### src/rtl/padslice_sync_filter.sv
// padslice_sync_filter: registered pad-slice front-end.
// Input path per channel: ie gating, synchroniser, debounce, edge detect, sticky interrupts.
// Output path: out/oe registered once before the pad slice.
module padslice_sync_filter #(
    parameter int unsigned Width      = 8,
    parameter int unsigned CntWidth   = 4,
    parameter int unsigned SyncStages = 2
) (
    input  logic                clk_i,
    input  logic                rst_i,
    input  logic [Width-1:0]    pad_in_i,
    input  logic [Width-1:0]    ie_i,
    input  logic [Width-1:0]    filt_en_i,
    input  logic [CntWidth-1:0] filt_thresh_i,
    input  logic [Width-1:0]    out_i,
    input  logic [Width-1:0]    oe_i,
    output logic [Width-1:0]    pad_out_o,
    output logic [Width-1:0]    pad_oe_o,
    output logic [Width-1:0]    data_o,
    output logic [Width-1:0]    rise_o,
    output logic [Width-1:0]    fall_o,
    input  logic [Width-1:0]    intr_en_rise_i,
    input  logic [Width-1:0]    intr_en_fall_i,
    input  logic [Width-1:0]    intr_clr_i,
    output logic [Width-1:0]    intr_state_o,
    output logic                intr_o
);

    logic [SyncStages-1:0][Width-1:0] sync_r;
    logic [Width-1:0]                 sync_q;
    logic [Width-1:0]                 data_q;
    logic [Width-1:0]                 data_next;
    logic [Width-1:0]                 data_dly_q;
    logic [Width-1:0][CntWidth-1:0]   cnt_q;
    logic [Width-1:0][CntWidth-1:0]   cnt_next;
    logic [Width-1:0]                 intr_q;
    logic [Width-1:0]                 intr_next;
    logic [Width-1:0]                 intr_set;
    logic [CntWidth-1:0]              thr_en;
    logic [CntWidth-1:0]              thr_en_m1;
    logic [CntWidth-1:0]              thr_m1;

    assign sync_q = sync_r[SyncStages-1];

    // Synchroniser shift register fed by the ie-gated pad value.
    always_ff @(posedge clk_i) begin
        if (rst_i) begin
            sync_r <= '0;
        end else begin
            sync_r <= {sync_r[SyncStages-2:0], pad_in_i & ie_i};
        end
    end

    // Threshold clamped to at least one cycle; the comparison uses threshold-1.
    always_comb begin
        thr_en    = (filt_thresh_i == '0) ? CntWidth'(1) : filt_thresh_i;
        thr_en_m1 = thr_en - CntWidth'(1);
    end

    // Debounce next-state: a mismatch must persist eff_thr cycles before data follows.
    always_comb begin
        data_next = data_q;
        cnt_next  = cnt_q;
        thr_m1    = '0;
        for (int i = 0; i < int'(Width); i++) begin
            thr_m1 = filt_en_i[i] ? thr_en_m1 : '0;
            if (sync_q[i] == data_q[i]) begin
                cnt_next[i] = '0;
            end else if (cnt_q[i] >= thr_m1) begin
                data_next[i] = sync_q[i];
                cnt_next[i]  = '0;
            end else if (cnt_q[i] != '1) begin
                cnt_next[i] = cnt_q[i] + CntWidth'(1);
            end
        end
    end

    // Edge pulses come straight from two registered copies of the filtered value.
    assign rise_o = data_q & ~data_dly_q;
    assign fall_o = ~data_q & data_dly_q;

    // Sticky interrupt update; a new event beats a same-cycle clear.
    always_comb begin
        intr_set  = (rise_o & intr_en_rise_i) | (fall_o & intr_en_fall_i);
        intr_next = (intr_q & ~intr_clr_i) | intr_set;
    end

    // Filter, edge-delay and interrupt state registers.
    always_ff @(posedge clk_i) begin
        if (rst_i) begin
            data_q     <= '0;
            data_dly_q <= '0;
            cnt_q      <= '0;
            intr_q     <= '0;
        end else begin
            data_q     <= data_next;
            data_dly_q <= data_q;
            cnt_q      <= cnt_next;
            intr_q     <= intr_next;
        end
    end

    // Output path registers, independent of the input path.
    always_ff @(posedge clk_i) begin
        if (rst_i) begin
            pad_out_o <= '0;
            pad_oe_o  <= '0;
        end else begin
            pad_out_o <= out_i;
            pad_oe_o  <= oe_i;
        end
    end

    assign data_o       = data_q;
    assign intr_state_o = intr_q;
    assign intr_o       = |intr_q;

endmodule
### config.mk
export PLATFORM = sky130hd
export DESIGN_NAME = padslice_sync_filter
export DESIGN_NICKNAME = d
export VERILOG_FILES = /design/src/rtl/padslice_sync_filter.sv
export SDC_FILE = /design/constraint.sdc
export NUM_CORES = 1
export LEC_CHECK = 0
export BUFFER_PORTS_ARGS = -buffer_cell sky130_fd_sc_hd__buf_2
export CAP_MARGIN = 15
export CORE_MARGIN = 3
export CORE_UTILIZATION = 58
export CTS_BUF_LIST = sky130_fd_sc_hd__clkbuf_8
export DETAILED_ROUTE_END_ITERATION = 16
export HOLD_SLACK_MARGIN = 0.08
export PLACE_DENSITY = 0.88
export SETUP_SLACK_MARGIN = 0.15
export SYNTH_ARGS = -nofsm -noshare
export SYNTH_HDL_FRONTEND = slang
export SYNTH_SLANG_ARGS = --single-unit
### constraint.sdc
create_clock -name clk_i -period 7.1 [get_ports clk_i]
set_input_delay 1.42 -clock clk_i [delete_from_list [all_inputs] [get_ports clk_i]]
set_output_delay 1.42 -clock clk_i [all_outputs]
set_load 0.1 [all_outputs]
==> results.json, run 1 <==
{
  "synthFlopType": "dfxtp_1",
  "antenna_cells": 0,
  "ys_warn_count": 0,
  "hp-class": "reg2reg",
  "io-pin-count": 119,
  "arrival_ns": 3.95,
  "worst_setup_path_end_kind": "flop",
  "cts_root_buf": "clkbuf_8",
  "num_rows": 30,
  "rsz0062_at_grt": "no",
  "n_fill_cell": 528,
  "yosys-top-cells-area": "dfxtp_1 (42%), ha_1 (12%), nor2b_1 (7.1%)",
  "grt_pass1_vias": 3744,
  "cts_num_sinks": 88,
  "fin_crit_ns": 3.75,
  "power.density_nw_per_um2": 204,
  "required_ns": 7.30,
  "async_reset_ff_share_pct": 0,
  "clock_latency_ns": 0.35,
  "maxSlewViolCount": 0,
  "postSynthCellCount": 436,
  "yosysTopAreaCell": "dfxtp_1",
  "setup_violations": 0,
  "drc_errors": 0,
  "post-cts-setup-buffers": 0,
  "core_um2": 6910,
  "post_cts_resized": 0,
  "use_met1_pct": 27.1,
  "grt-busiest-layer": "met2",
  "die_h_um": 91.3,
  "synthMostInstantiatedCell": "dfxtp_1",
  "area_delta_synth_final_pct": 21.3,
  "synth-seq-cells": 88,
  "synth_top_cell_area_share_pct": 41.8,
  "slew_headroom_pct": 43.5,
  "status": "complete, no violations",
  "drt-total-wl_mm": 9.62,
  "clk_path_buf_depth": 2,
  "grt_use_total_pct": 24.3,
  "r2r_start": "cnt_q[16]",
  "p_leak_nw": 2.37,
  "critPathCapture": "cnt_q[20]",
  "place.detailed.hpwl_mm": 7.31,
  "globalRouteMet3Util_pct": 5.97,
  "dieArea_um2": 8330,
  "cts_inserted_buffers": 9,
  "finalWorstSetupSlack_ns": 3.35,
  "postSynthNetCount": 547,
  "grt_pass1_wl_mm": 16.6,
  "synth.distinct_cells": 32,
  "antenna_found_initial": 0,
  "regToRegEndpoint": "cnt_q[19]",
  "gp_congestion": 0.823,
  "worst_pin_slew_ns": 0.847,
  "worstRegToRegCells": 5,
  "period_share_pct": 52.9,
  "startpoint": "filt_thresh_i[2]",
  "dr.pass1.iters": 4,
  "fmax_mhz": 266,
  "cts_tree": "done",
  "start_util_pct": 61.0,
  "drive_gt1_share_pct": 28.6,
  "die-width_um": 91.3,
  "hold_viol_final": 0,
  "cp-start-kind": "primary input",
  "io_buffers": 118,
  "grt_start_max_net_pins": 80,
  "fin_setup_tns_ns": 0,
  "cts.clk_slew.worst_paths_ns": 0.08,
  "wl_per_cell_um": 14.6,
  "multi_input_area_um2": 2330,
  "regArea_um2": 1760,
  "vias": 3579,
  "overflow": 0,
  "fin_area_um2": 5110,
  "path_class": "in2reg",
  "gr-usage-met2_pct": 44.3,
  "syn_area_per_cell_um2": 9.67,
  "cp_max_fo": 9,
  "netlist_area_um2": 4220,
  "netlist_top_cells_count": "dfxtp_1 (88), nor2b_1 (48), ha_1 (41)",
  "clock-skew-final_ns": 0.00909,
  "ctsHoldBuffers": 0,
  "drt-initial-drc-count": 121,
  "max-vdd-ir-drop_uv": 181,
  "drv_cap": 0,
  "htreeDepth": 3,
  "vias_per_cell": 5.44,
  "dp_worst_setup_slack_ns": 2.99,
  "r2r_slack_ns": 5.47,
  "nNetsFinal": 669,
  "synth-seq-area-share_pct": 41.8,
  "placed_area_um2": 4890,
  "postRouteAntennaNets": 0,
  "synth_edf_count": 0
}
-- metal layers --
| layer | routed length (µm) | share of wire, % | up-vias |
|---|---|---|---|
| li1 | - | - | 1784 |
| met1 | 3950 | 41 | 1658 |
| met2 | 4870 | 51 | 119 |
| met3 | 634 | 6.6 | 18 |
| met4 | 172 | 1.8 | 0 |
| met5 | 0 | 0 | - |
-- cell type report --
type / count / share of cell area [%]
clock buffer: 10 / 2.69
inverter: 22 / 1.62
tap: 96 / 2.35
clock inverter: 5 / 1.59
multi-input combinational: 318 / 45.6
timing repair buffer: 119 / 11.7
sequential: 88 / 34.5
-- layout by cell type (no fill, tap or decap), types with 13 or more instances in the layout --
| master | netlist | layout |
|---|---|---|
| buf_2 | 8 | 118 |
| dfxtp_1 | 88 | 88 |
| nor2b_1 | 48 | 48 |
| ha_1 | 41 | 41 |
| nor3_1 | 30 | 30 |
| nand2_1 | 25 | 25 |
| nor2_1 | 23 | 23 |
| inv_1 | 22 | 22 |
| nand3_1 | 16 | 16 |
| o211ai_1 | 13 | 13 |
-- metrics by stage --
stage               cells  hold slack, ns  util [%]  total power [W]
finish                658           0.443      74.0          0.00104
global route          658           0.453      74.0          0.00108
CTS                   658           0.448      74.0          0.00105
detailed placement    643           0.427      70.9         0.000677
global placement      643           0.416      70.9         0.000671
floorplan             436           0.414         -         0.000633
-- critical path, cell delays in order --
cell and delay, ns:
buf_2 0.11, nor3_1 0.05, nor2_1 0.42, ha_1 0.26, xor2_1 0.65, nand2_1 0.13, ha_1 0.31, o211ai_1 0.11
o211ai_1 0.40, nor3_1 0.09
-- registers in the layout (all words and copies together), names as in the netlist --
register,flops
pad_oe_o,8
sync_r,8
pad_out_o,8
sync_q,8
cnt_q,32
intr_state_o,8
data_dly_q,8
data_o,8
-- where the power goes --
part           total [W]  internal, W  leakage [nW]  switching (W)
clock network   0.000377     0.000206         0.108       0.000171
logic           0.000157    0.0000478          1.54       0.000109
registers       0.000509     0.000504         0.716     0.00000541
total            0.00104     0.000757          2.37       0.000286
-- how the worst min path moves through the flow --
stage / start / endpoint / slack (ns) / depth (start not counted)
finish: sync_r[7] / sync_q[7] / 0.44 / 1
detailed placement: sync_r[7] / sync_q[7] / 0.43 / 1
CTS: sync_r[2] / sync_q[2] / 0.45 / 1
global placement: sync_r[2] / sync_q[2] / 0.42 / 1
floorplan: sync_r[0] / sync_q[0] / 0.41 / 1
global route: sync_r[6] / sync_q[6] / 0.45 / 1
-- cell families after synthesis --
logic type      Yosys count  synth area share (%)
compound gates           57                  10.7
xor+xnor                 17                  3.53
fa+ha+maj                41                  12.2
buf+inv                  30                  2.91
flops                    88                  41.8
mux                      16                  4.04
simple gates            187                  24.9
Note: power is estimated with default switching activity, not from simulation.
==> run 2, diff against run 1 <==
--- a/config.mk
+++ b/config.mk
@@ -8,11 +8,11 @@
 export BUFFER_PORTS_ARGS = -buffer_cell sky130_fd_sc_hd__buf_2
 export CAP_MARGIN = 15
 export CORE_MARGIN = 3
-export CORE_UTILIZATION = 58
+export CORE_UTILIZATION = 54
 export CTS_BUF_LIST = sky130_fd_sc_hd__clkbuf_8
 export DETAILED_ROUTE_END_ITERATION = 16
 export HOLD_SLACK_MARGIN = 0.08
-export PLACE_DENSITY = 0.88
+export PLACE_DENSITY = 0.82
 export SETUP_SLACK_MARGIN = 0.15
 export SYNTH_ARGS = -nofsm -noshare
 export SYNTH_HDL_FRONTEND = slang
==> constraint.sdc (replaced) <==
create_clock -name clk_i -period 3.9 [get_ports clk_i]
set_input_delay 0.78 -clock clk_i [delete_from_list [all_inputs] [get_ports clk_i]]
set_output_delay 0.78 -clock clk_i [all_outputs]
set_load 0.1 [all_outputs]
==> results.json, run 2 (synthesis results as in run 1) <==
{
  "seqPwrFrac_pct": 47.1,
  "max-vdd-ir-drop_uv": 275,
  "fin_crit_ns": 3.02,
  "start_util_pct": 56.9,
  "worst_setup_path_end_kind": "flop",
  "fin_setup_tns_ns": 0,
  "wl_per_cell_um": 14.5,
  "dieArea_um2": 8900,
  "rsz0062_at_grt": "no",
  "cts_tree": "done",
  "cts_num_sinks": 88,
  "drc_errors": 0,
  "drt-initial-drc-count": 93,
  "cts.clk_slew.worst_paths_ns": 0.09,
  "antenna_cells": 0,
  "arrival_ns": 3.27,
  "cts_inserted_buffers": 9,
  "n_fill_cell": 612,
  "p_int_w": 0.00143,
  "dp.cells": 646,
  "dp_worst_setup_slack_ns": 0.474,
  "post-cts-setup-buffers": 0,
  "largest_reg_flops": 32,
  "regArea_um2": 1760,
  "slew_headroom_pct": 43.9,
  "area_delta_synth_final_pct": 22.2,
  "comb_power_share_pct": 14.5,
  "place.detailed.hpwl_mm": 7.39,
  "antenna_found_initial": 0,
  "io-pin-count": 119,
  "nNetsFinal": 669,
  "clk_path_buf_depth": 2,
  "ctsHoldBuffers": 0,
  "hp-class": "reg2reg",
  "num_rows": 31,
  "grt_pass1_wl_mm": 15.5,
  "overflow": 0,
  "die_h_um": 94.4,
  "die-width_um": 94.4,
  "fin_area_um2": 5150,
  "finalWorstSetupSlack_ns": 0.878,
  "gp_congestion": 0.789,
  "layout_commonest_cell": "buf_2",
  "status": "complete, no violations",
  "drv_cap": 0,
  "p_switching_w": 0.000535,
  "p_clk_share_pct": 38.4,
  "grt_pass1_vias": 3528,
  "p_leak_nw": 2.38,
  "post_cts_resized": 0,
  "drt-total-wl_mm": 9.56,
  "grt_start_max_net_pins": 43,
  "hold_viol_final": 0,
  "power.density_nw_per_um2": 382,
  "clock-skew-final_ns": 0.00773,
  "vias_per_cell": 5.43,
  "maxSlewViolCount": 0,
  "vias": 3588,
  "core_um2": 7410,
  "required_ns": 4.15,
  "period_share_pct": 77.5,
  "postRouteAntennaNets": 0,
  "htreeDepth": 3,
  "p_sw_share_pct": 27.2,
  "placed_area_um2": 4910,
  "drive_gt1_share_pct": 28.6,
  "io_buffers": 118,
  "clock_latency_ns": 0.35,
  "fmax_mhz": 331,
  "grt_use_total_pct": 21.9,
  "cts_root_buf": "clkbuf_8",
  "dr.pass1.iters": 4,
  "top_register": "cnt_q",
  "final_util_pct": 69.5,
  "setup_violations": 0,
  "cp_max_fo": 9,
  "layout_common_cells": "buf_2 (118), dfxtp_1 (88), nor2b_1 (48), ha_1 (41), nor3_1 (30)",
  "cp-start-kind": "primary input",
  "worst_pin_slew_ns": 0.841,
  "fin_cells": 661,
  "multi_input_area_um2": 2330,
  "path_class": "in2reg"
}
-- run 2: cell types whose count changed in the layout (fill, tap and decap cells not counted), sizes merged --
cell,previous run,this run
inv,22,24
bufinv,2,3
clkbuf,10,9
clkinv,2,1
clkinvlp,1,0
-- run 2: per-layer routing --
| metal | track usage (%) | share of wire [%] | vias to the layer above |
|---|---|---|---|
| met2 | 38.7 | 51 | 97 |
| met5 | 0 | 0 | - |
| met1 | 25.2 | 42 | 1684 |
| met3 | 6.69 | 5.7 | 16 |
| met4 | 7.10 | 1.3 | 0 |
| li1 | - | - | 1791 |
-- run 2: cell type report --
class | instances | share of cell area (%)
inverter | 22 | 1.60
multi-input combinational | 318 | 45.3
sequential | 88 | 34.2
tap | 99 | 2.41
clock inverter | 6 | 2.26
timing repair buffer | 119 | 11.9
clock buffer | 9 | 2.41
-- run 2: critical path: stages --
cell	delay, ns
buf_2	0.11
nor3_1	0.05
nor2_1	0.41
ha_1	0.25
xor2_1	0.62
nand2_1	0.13
ha_1	0.30
o211ai_1	0.11
o21ai_1	0.16
mux2_2	0.34
-- run 2: power groups by stage --
| stage | Clock [W] | Sequential (W) | Combinational, W |
|---|---|---|---|
| floorplan | 0 | 0.00103 | 0.000125 |
| global placement | 0 | 0.000947 | 0.000277 |
| detailed placement | 0 | 0.000948 | 0.000286 |
| CTS | 0.000767 | 0.000927 | 0.000287 |
| global route | 0.000804 | 0.000929 | 0.000307 |
| finish | 0.000756 | 0.000927 | 0.000285 |
-- run 2: metrics by stage --
step,power [W],hold WS (ns)
floorplan,0.00115,0.414
detailed placement,0.00123,0.423
global placement,0.00122,0.419
CTS,0.00198,0.445
finish,0.00197,0.438
global route,0.00204,0.458
-- run 2: worst paths after layout --
path / slack (ns) / startpoint / cells past startpoint / endpoint
min reg2reg: 0.44 / sync_r[2] / 1 / sync_q[2]
max: 0.88 / filt_thresh_i[2] / 10 / data_o[0]
min: 0.44 / sync_r[2] / 1 / sync_q[2]
max reg2reg: 2.20 / cnt_q[16] / 5 / cnt_q[19]
==> run 3, diff against run 2 <==
==> constraint.sdc (replaced) <==
create_clock -name clk_i -period 3.1 [get_ports clk_i]
set_input_delay 0.62 -clock clk_i [delete_from_list [all_inputs] [get_ports clk_i]]
set_output_delay 0.62 -clock clk_i [all_outputs]
set_load 0.1 [all_outputs]
==> results.json, run 3 (synthesis results as in run 1) <==
{
  "hp-class": "reg2reg",
  "area_delta_synth_final_pct": 21.6,
  "layout_common_cells": "buf_2 (118), dfxtp_1 (88), nor2b_1 (43), ha_1 (41), nor3_1 (30)",
  "clock-skew-final_ns": 0.00878,
  "nNetsFinal": 671,
  "vias_per_cell": 5.30,
  "grt_pass1_wl_mm": 14.9,
  "layout_commonest_cell": "buf_2",
  "fin_crit_ns": 2.59,
  "clk_path_buf_depth": 2,
  "start_util_pct": 56.9,
  "largest_reg_flops": 32,
  "post-cts-setup-buffers": 0,
  "drive_gt1_share_pct": 29.4,
  "worst_setup_path_end_kind": "flop",
  "dr.pass1.iters": 5,
  "dieArea_um2": 8900,
  "path_class": "in2reg",
  "drv_cap": 0,
  "cp-start-kind": "primary input",
  "hold_viol_final": 0,
  "finalWorstSetupSlack_ns": 0.513,
  "place.detailed.hpwl_mm": 6.93,
  "cp_max_fo": 9,
  "p_int_w": 0.00171,
  "gp_congestion": 0.789,
  "status": "complete, no violations",
  "required_ns": 3.33,
  "fin_area_um2": 5130,
  "arrival_ns": 2.82,
  "slowest_stage": "nor2_1",
  "maxSlewViolCount": 0,
  "postRouteAntennaNets": 0,
  "grt_pass1_vias": 3433,
  "drt-initial-drc-count": 121,
  "die_h_um": 94.4,
  "antenna_found_initial": 0,
  "worst_pin_slew_ns": 0.586,
  "top_register": "cnt_q",
  "io-pin-count": 119,
  "cts.clk_slew.worst_paths_ns": 0.08,
  "power.density_nw_per_um2": 456,
  "num_rows": 31,
  "fmax_mhz": 387,
  "drt-total-wl_mm": 9.01,
  "cts_num_sinks": 88,
  "p_sw_share_pct": 27.0,
  "comb_power_share_pct": 15.3,
  "wl_per_cell_um": 13.6,
  "htreeDepth": 3,
  "hold-worst-slack_ns": 0.442,
  "fin_setup_tns_ns": 0,
  "crit_family": "simple AND/OR/NAND/NOR gates",
  "rsz0062_at_grt": "no",
  "critical_path.max_stage_delay_ns": 0.45,
  "post_cts_resized": 0,
  "cp_cell_sequence": "buf_2 > nor3_1 > nor2_1 > ha_1 > nand2b_1 > ha_1 > o211ai_1 > o211ai_1 > a2111oi_2",
  "drc_errors": 0,
  "antenna_cells": 0,
  "cts_tree": "done",
  "grt_use_total_pct": 21.1,
  "seqPwrFrac_pct": 49.9,
  "setup_violations": 0,
  "vias": 3513,
  "dp_worst_setup_slack_ns": 0.134,
  "max-vdd-ir-drop_uv": 398,
  "cts_inserted_buffers": 9,
  "grt_start_max_net_pins": 54,
  "io_buffers": 118,
  "slew_headroom_pct": 60.8,
  "die-width_um": 94.4,
  "overflow": 0,
  "ctsHoldBuffers": 0,
  "period_share_pct": 83.5,
  "placed_area_um2": 4920,
  "n_fill_cell": 591,
  "cts_root_buf": "clkbuf_8",
  "p_leak_nw": 2.38,
  "p_switching_w": 0.000631,
  "clock_latency_ns": 0.35,
  "p_clk_share_pct": 34.8,
  "core_um2": 7410,
  "cp_num_buf_inv": 1
}
## run 3: final cells by class
cell class | instances | area, µm² | share of cell area [%]
Clock buffer | 9 | 124 | 2.42
Clock inverter | 6 | 77.6 | 1.51
Inverter | 22 | 82.6 | 1.61
Multi-Input combinational cell | 318 | 2340 | 45.7
Sequential cell | 88 | 1760 | 34.4
Tap cell | 99 | 124 | 2.42
Timing Repair Buffer | 121 | 613 | 12.0
## run 3: worst paths after layout
kind,startpoint,endpoint,slack [ns],depth (start not counted)
setup / recovery,filt_thresh_i[2],cnt_q[27],0.51,9
hold / removal,sync_r[4],sync_q[4],0.44,1
setup reg to reg,cnt_q[24],cnt_q[27],1.47,5
hold reg to reg,sync_r[4],sync_q[4],0.44,1
## run 3: power groups by stage
| stage | registers (W) | logic [W] | clock network, W |
|---|---|---|---|
| after CTS | 0.00117 | 0.000361 | 0.000837 |
| after detailed placement | 0.00119 | 0.000359 | 0 |
| after global placement | 0.00119 | 0.000351 | 0 |
| after floorplan | 0.00129 | 0.000158 | 0 |
| final | 0.00117 | 0.000357 | 0.000814 |
| after global routing | 0.00117 | 0.000388 | 0.000885 |
## run 3: per-stage QoR
step | total power (W) | std cells | util, %
floorplan | 0.00145 | 436 | -
global placement | 0.00154 | 648 | 66.5
detailed placement | 0.00155 | 648 | 66.5
CTS | 0.00236 | 663 | 69.2
global route | 0.00244 | 663 | 69.2
finish | 0.00234 | 663 | 69.2
## run 3: routing by layer
layer / vias up / track usage (%) / share of wire [%]
met5: - / 0 / 0
met4: 0 / 9.51 / 1.6
met3: 11 / 5.74 / 7.0
met2: 110 / 35.6 / 49
met1: 1606 / 25.1 / 43
li1: 1786 / - / -
## run 3: worst register-to-register path: stages, from the launching register on
cell and delay (ns):
dfxtp_1 0.39, inv_1 0.06, ha_1 0.28, nor3b_1 0.27
o211ai_1 0.24, a2111oi_2 0.27
